--- src/rtl/ltl_violation_collector.sv ---
// Timestamps cycles where any LTL property fires; buffers {stamp,symbol,flags} in a FWFT FIFO, plus sticky/hit/drop stats.
// Event visible 1 cycle after violation; full FIFO without pop drops and counts; head held until evt_ready.
module ltl_violation_collector #(
  parameter int NUM_PROPS = 9,
  parameter int DEPTH     = 8,
  parameter int STAMP_W   = 32,
  parameter int CNT_W     = 16
) (
  input  logic                         clk,
  input  logic                         reset,
  input  logic                         run,
  input  logic [7:0]                   symbols,
  input  logic [NUM_PROPS-1:0]         viol,
  input  logic                         clr,
  output logic                         evt_valid,
  input  logic                         evt_ready,
  output logic [STAMP_W-1:0]           evt_stamp,
  output logic [7:0]                   evt_symbol,
  output logic [NUM_PROPS-1:0]         evt_viol,
  output logic [$clog2(DEPTH):0]       fifo_level,
  output logic [NUM_PROPS-1:0]         sticky,
  output logic                         any_viol,
  output logic [CNT_W-1:0]             drop_cnt,
  input  logic [3:0]                   cnt_sel,
  output logic [CNT_W-1:0]             cnt_rdata
);
  localparam int AW = $clog2(DEPTH);
  localparam int LW = AW + 1;
  localparam logic [CNT_W-1:0] CNT_MAX = '1;

  typedef struct packed {
    logic [STAMP_W-1:0]   stamp;
    logic [7:0]           symbol;
    logic [NUM_PROPS-1:0] viol;
  } evt_t;

  evt_t                 mem [DEPTH];
  evt_t                 head;
  logic [AW-1:0]        wr_ptr, rd_ptr;
  logic [LW-1:0]        level, level_nxt;
  logic [STAMP_W-1:0]   stamp;
  logic [CNT_W-1:0]     cnt [NUM_PROPS];
  logic [CNT_W-1:0]     cnt_sel_val;
  logic                 vld;
  logic                 push_req, pop, full, push_ok, drop;
  logic [NUM_PROPS-1:0] hits, sticky_nxt;

  assign hits       = run ? viol : '0;
  assign push_req   = |hits;
  assign pop        = vld & evt_ready;
  assign full       = (level == LW'(DEPTH));
  // A pop on a full FIFO frees the slot the push lands in this same edge.
  assign push_ok    = push_req & (~full | pop);
  assign drop       = push_req & full & ~pop;
  assign level_nxt  = level + LW'(push_ok) - LW'(pop);
  assign sticky_nxt = (clr ? '0 : sticky) | hits;

  // Stale memory is masked so the event fields read 0 whenever nothing is queued.
  always_comb head = vld ? mem[rd_ptr] : '0;

  assign evt_valid  = vld;
  assign evt_stamp  = head.stamp;
  assign evt_symbol = head.symbol;
  assign evt_viol   = head.viol;
  assign fifo_level = level;

  always_comb begin
    cnt_sel_val = '0;
    for (int i = 0; i < NUM_PROPS; i++)
      if (int'(cnt_sel) == i) cnt_sel_val = cnt[i];
  end

  always_ff @(posedge clk) begin
    if (push_ok) mem[wr_ptr] <= '{stamp: stamp, symbol: symbols, viol: viol};
  end

  always_ff @(posedge clk or negedge reset) begin
    if (!reset) begin
      stamp     <= '0;
      wr_ptr    <= '0;
      rd_ptr    <= '0;
      level     <= '0;
      vld       <= 1'b0;
      sticky    <= '0;
      any_viol  <= 1'b0;
      drop_cnt  <= '0;
      cnt_rdata <= '0;
      for (int i = 0; i < NUM_PROPS; i++) cnt[i] <= '0;
    end else begin
      if (run)     stamp  <= stamp + 1'b1;
      if (push_ok) wr_ptr <= wr_ptr + 1'b1;
      if (pop)     rd_ptr <= rd_ptr + 1'b1;
      level    <= level_nxt;
      vld      <= (level_nxt != '0);
      sticky   <= sticky_nxt;
      any_viol <= |sticky_nxt;
      if (clr)                               drop_cnt <= CNT_W'(drop);
      else if (drop && drop_cnt != CNT_MAX)  drop_cnt <= drop_cnt + 1'b1;
      // A hit on the clearing edge survives the clear.
      for (int i = 0; i < NUM_PROPS; i++) begin
        if (clr)                              cnt[i] <= CNT_W'(hits[i]);
        else if (hits[i] && cnt[i] != CNT_MAX) cnt[i] <= cnt[i] + 1'b1;
      end
      cnt_rdata <= cnt_sel_val;
    end
  end
endmodule

--- config.mk ---
export PLATFORM = sky130hd
export DESIGN_NAME = ltl_violation_collector
export DESIGN_NICKNAME = d
export VERILOG_FILES = /design/src/rtl/ltl_violation_collector.sv
export SDC_FILE = /design/constraint.sdc
export NUM_CORES = 1
export LEC_CHECK = 0
export BUFFER_PORTS_ARGS = -buffer_cell sky130_fd_sc_hd__buf_2
export CAP_MARGIN = 10
export CORE_ASPECT_RATIO = 1.4
export CORE_UTILIZATION = 45
export DETAILED_ROUTE_END_ITERATION = 7
export GPL_TIMING_DRIVEN = 0
export PLACE_DENSITY = 0.6
export RECOVER_POWER = 25
export SLEW_MARGIN = 20
export SYNTH_ARGS = -nofsm -noshare
export SYNTH_HDL_FRONTEND = slang
export SYNTH_SLANG_ARGS = --single-unit
--- constraint.sdc ---
create_clock -name clk -period 12.65 [get_ports clk]
set_input_delay 2.53 -clock clk [delete_from_list [all_inputs] [get_ports clk]]
set_output_delay 2.53 -clock clk [all_outputs]
set_load 0.02 [all_outputs]
; Word-level counts from Yosys, hierarchy flattened
; Memories as Yosys holds them, arrays and structs flattened.
; Cells that the tools add are included.
[totals]
ramBits = 392
output_inout_bits = 96
register_bits = 229
elab_cells = 119
n_memories = 1
[classes]
n_reduce_logical = 24
add_sub_neg = 15
muxes = 34
bitwise_logic = 8
n_eq_ne = 19
[memory_table]
columns = memory, words, width, read_ports, rd_ports_with_merged_regs, write_ports, line_no
row1 = mem, 8, 49, 1, 0, 1, 37  ; evt_t mem [DEPTH];
[ops]
columns = op, count
row1 = two-way mux 16 bit, 29
row2 = "adder 16 x 1 -> 16 bit, second input constant", 10
row3 = "!= test 16 bit, second input constant", 10
row4 = two-way mux 49 bit, 1
row5 = "adder 32 x 1 -> 32 bit, second input constant", 1
row6 = "== test 4 bit, second input constant", 6
row7 = nonzero test 2 bit, 10
row8 = two-way mux 9 bit, 2
row9 = OR reduction 9 bit, 2
row10 = logical AND 1 bit, 10
row11 = bitwise OR 9 bit, 1
row12 = "== test 4 x 3 -> 1 bit, second input constant", 2
row13 = "adder 3 x 1 -> 3 bit, second input constant", 2
row14 = adder 4 x 1 -> 4 bit, 1
row15 = AND 1 bit, 4
row16 = "== test 4 x 2 -> 1 bit, second input constant", 1
row17 = zero test 4 bit, 1
row18 = nonzero test 4 bit, 1
row19 = subtractor 4 x 1 -> 4 bit, 1
row20 = two-way mux 1 bit, 2
row21 = NOT 1 bit, 2
row22 = bitwise OR 1 bit, 1

; Logic depth before layout (Yosys ltp)
[logic_depth]
word_depth = 10
mapped_depth = 10

; Least setup slack after synthesis
; OpenSTA, ideal clock, no wires.
[synth_path]
path_type = input port to flip-flop
from = input viol[4]
to = memory mem[4][0] in the netlist's numbering (enable)
path_stages = 4
slack_ps = 3972
n_path_buf = 0
required_time_ps = 12055
arrival_ps = 8083
path_cell_list = or4_4 o31ai_4 nand2b_1 nor4b_1
[synth_between]
elab_chain_len = 5
[synth_lines]
columns = element, line_no
row1 = from (decl), 13  ; input logic [NUM_PROPS-1:0] viol,
row2 = two-way mux 9 bit, 48  ; assign hits = run ? viol : '0;
row3 = OR reduction 9 bit, 49  ; assign push_req = |hits;
row4 = AND 1 bit, 53  ; assign push_ok = push_req & (~full | pop);
row5 = two-way mux 1 bit, 74  ; if (push_ok) mem[wr_ptr] <= '{stamp: stamp, symbol: symbols, viol: viol};
row6 = two-way mux 1 bit (not written as such), 74
row7 = to (decl), 37
; No other way between the ends.

; Worst setup path in the final report
[layout_path]
from = register rd_ptr[1]
to = output evt_stamp[23]
[layout_between]
elab_chain_len = 2
[layout_lines]
columns = element, line_no
row1 = from (decl), 39  ; logic [AW-1:0] wr_ptr, rd_ptr;
row2 = from (signal assigned), 92  ; if (pop) rd_ptr <= rd_ptr + 1'b1;
row3 = memory (8 x 49 bit), -
row4 = two-way mux 49 bit, 59  ; always_comb head = vld ? mem[rd_ptr] : '0;
row5 = to (decl), 17  ; output logic [STAMP_W-1:0] evt_stamp,
; No other way between the ends.

==> metrics.md <==
| Metric | Value |
|---|---|
| Count of state elements after synthesis | 621 |
| Minimum clock period | 6.03 ns |
| Hold_buf cts | 0 |
| GP Congestion | 0.945 |
| H-tree depth | 2 |
| R2r endpoint | mem[0][32] |
| Failing checks | max-capacitance violations, max-slew violations |
| Synth area leaders | edfxtp_1 (43%), dfrtp_1 (21%), mux4_2 (8.1%) |
| GRT overflow | 0 |
| Synth Flop Type | edfxtp_1 |
| Number of flops mapped to enable cells by yosys | 392 |
| Routed met2 length | 37200 µm |
| Sw frac | 30.4% |
| Mean Syn Cell Area | 13.9 µm² |
| Crit path DAT | 3.50 ns |
| Met3 wire length | 3110 µm |
| Maxcap violations | 1 |
| Final HPWL DP | 52400 µm |
| Fin nets | between 2000 and 2500 |
| RSZ-0062 raised after global routing | false |
| Postcts setup bufs | 0 |
| Chip Height | 295 µm |
| Setup WS pre-CTS | 6.94 ns |
| Vias per cell | 5.71 |
| Hold Startpoint | sticky[2] |
| Number of core rows | around 110 |
| Final WS setup | ~6.6 ns |
| Crit path from | rd_ptr[1] |
| Cell Int Power | 4.21 mW |
| First-pass GRT wire length | 110000 µm |
| Routed Antenna Nets | 0 |
| Pins over their slew limit | 61 |
| Post-synthesis instance total | 1989 |
| DR WL/cell | roughly 23 µm |
| Starting Density | 45.4% |
| Seq pwr share | 41.5% |
| FF/Latch Area | around 18000 µm² |
| FMAX | around 0.17 GHz |
| Leading cell type in the layout, fill and taps excluded | edfxtp_1 |
| Root buf cell | clkbuf_16 |
| Router iterations before antenna repair | 7 |
| Met1 WL | 28500 µm |
| Tot Pwr | roughly 6.0 mW |
| VDD IR-drop max | 0.117 mV |
| Hold Fails Final Rpt | 0 |
| Setup Viol. Count Final | 0 |
| Clk_skew | roughly 0.018 ns |
| Cells on worst reg2reg path | 9 |
| Die W | 211 µm |
| Initial DRC count | 1088 |
| CP required | 10.12 ns |
| Syn nets | 2033 |
| Fillers | 5156 |
| Multi-input combinational cell area | 9590 µm² |
| Startpoint types | flop |
| Die area | 62300 µm² |
| Crit path capture | evt_stamp[23] |
| Max clock buf depth | 3 |
| IO Count | 122 |
| Leak pwr | 11.6 nW |
| CTS clk-pin slew, worst paths | 0.07 ns |
| WL final | 72700 µm |
| Uppermost layer routed | met5 |
| Largest net degree at the start of global routing | slightly below 90 |
| Worst r2r src | evt_valid |
| Unique masters post-synth | 71 |
| Worst hold path type | reg -> reg |
| Clock latency on the worst-skew pair | 0.63 ns |
| Mapped Area | 27600 µm² |
| Clk sinks | 621 |
| Psw | 1.84 mW |
| Slew @ Worst Pin | between 3 and 4 ns |
| Status | finished with violations |
| # DRC | 0 |
| Total CTS buffers | 59 |
| Slew HR | -152% |
| Worst-path fanout max | 10 |
| Leading area contributor after synthesis | edfxtp_1 |
| WS Path Type | reg -> out |
| Setup TNS | 0 ns |
| Antenna violations before repair | 2 |
| Synth warn | 0 |
| CTS tree | yes |
| Routed vias | 17700 |
| Seq/Total Area, Yosys | 63.4% |
| Ys async rst share | 36.9% |
| Top cell type's share of synthesized area | between 40% and 50% |
| Final period utilization | 47.6% |
| Antenna cells | 0 |
| Fraction of layout cells with a size suffix above 1 | 18.5% |
| Clk pwr share | 32.1% |
| Vias in the first global route | between 15000 and 20000 |
| Setup crit end kind | output pin |
| Logic gate share of total power | 26.4% |
| Core ar. | 60800 µm² |
| Reg-to-reg setup timing slack | 9.23 ns |
| Number of port buffers | 121 |
| Area Overhead vs Synth | 15.8% |
| # resized after CTS | 0 |
| All-Layer GR Usage | about a quarter |
| P per Cell Area | 189 nW/µm² |
| Commonest non-fill, non-tap cells in the layout | edfxtp_1 (392), dfrtp_1 (229), nor2_1 (161) |
==> state kept, by name, indices dropped and copies added (netlist names), 3 cells and up <==
signal	cells
mem	392
wr_ptr	3
rd_ptr	3
cnt	144
fifo_level	4
stamp	32
sticky	9
cnt_rdata	16
drop_cnt	16
==> worst min-delay path by stage <==
stage,slack (ns),cells after the start,end
after floorplan,0.52,2,cnt_rdata[9]
after global placement,0.54,2,sticky[2]
after detailed placement,0.55,2,sticky[2]
after CTS,0.57,2,sticky[2]
after global routing,0.59,2,sticky[2]
final,0.56,2,sticky[2]
==> power groups by stage <==
| stage | registers (mW) | clock network [mW] | logic [mW] |
|---|---|---|---|
| 4_1_cts | 2.51 | 1.98 | 1.64 |
| 5_1_grt | 2.53 | 2.06 | 1.72 |
| 6_report | 2.51 | 1.94 | 1.60 |
| 3_5_place_dp | 2.55 | 0 | 1.63 |
| 3_3_place_gp | 2.59 | 0 | 1.55 |
| 2_1_floorplan | 2.55 | 0 | 1.04 |
==> cells in the mapped netlist, types with 8 or more instances <==
cell and count:
clkbuf_1 62, a31oi_1 12, nand3b_1 8, and3_1 18
nor2_1 162, a22oi_1 22, nand4_1 55, a311oi_1 8
a211oi_1 11, nand2_1 112, a221oi_1 11, buf_2 14
a21oi_1 46, xnor2_1 78, or3_1 11, nand3_1 65
o31ai_1 8, nor2b_1 56, buf_1 14, inv_1 46
o21ai_0 50, o221ai_1 10, nor4_1 23, mux2i_1 77
o22ai_1 11, nor3_1 51, mux4_2 99, o21a_1 14
edfxtp_1 392, dfrtp_1 229, ha_1 17, xor2_1 55
and4_1 14, nand2b_1 14, or4_1 13, and2_1 15
==> per-layer routing <==
layer,up-vias,GRT usage (%)
li1,8079,-
met1,8963,28.9
met2,500,41.6
met3,170,3.00
met4,4,12.3
met5,-,0
==> layout make-up <==
type,count,area share [%]
sequential,621,54.8
multi-input combinational,1228,30.0
clock buffer,67,4.91
timing repair buffer,183,3.53
tap,817,3.20
clock inverter,44,1.84
buffer,93,1.19
inverter,47,0.552
==> stage by stage <==
step	cell area, µm²	hold WS [ns]	std cells	util (%)
detailed placement	29800	0.547	2989	49.1
floorplan	27600	0.516	1989	-
CTS	32000	0.567	3100	52.6
global placement	29200	0.543	2927	48.1
global route	31900	0.587	3100	52.6
finish	31900	0.564	3100	52.6
==> worst max-delay path, stage by stage (launching register included) <==
cell and delay [ns]:
dfrtp_1 0.35, clkbuf_1 0.37, clkbuf_1 0.66, buf_1 0.64
mux4_2 0.34, mux2i_1 0.06, nor2b_1 0.23, buf_2 0.21
==> logic make-up (layout without fill, tap and decap cells) <==
group,after synthesis,count (layout),synth area share [%]
compound gates,245,245,6.02
xor+xnor,133,133,4.22
fa+ha+maj,18,18,0.843
buf+inv,140,434,2.01
flops,621,621,63.4
mux,184,184,11.2
simple gates,648,648,12.3
No activity file was read; power rests on OpenSTA's default activity.
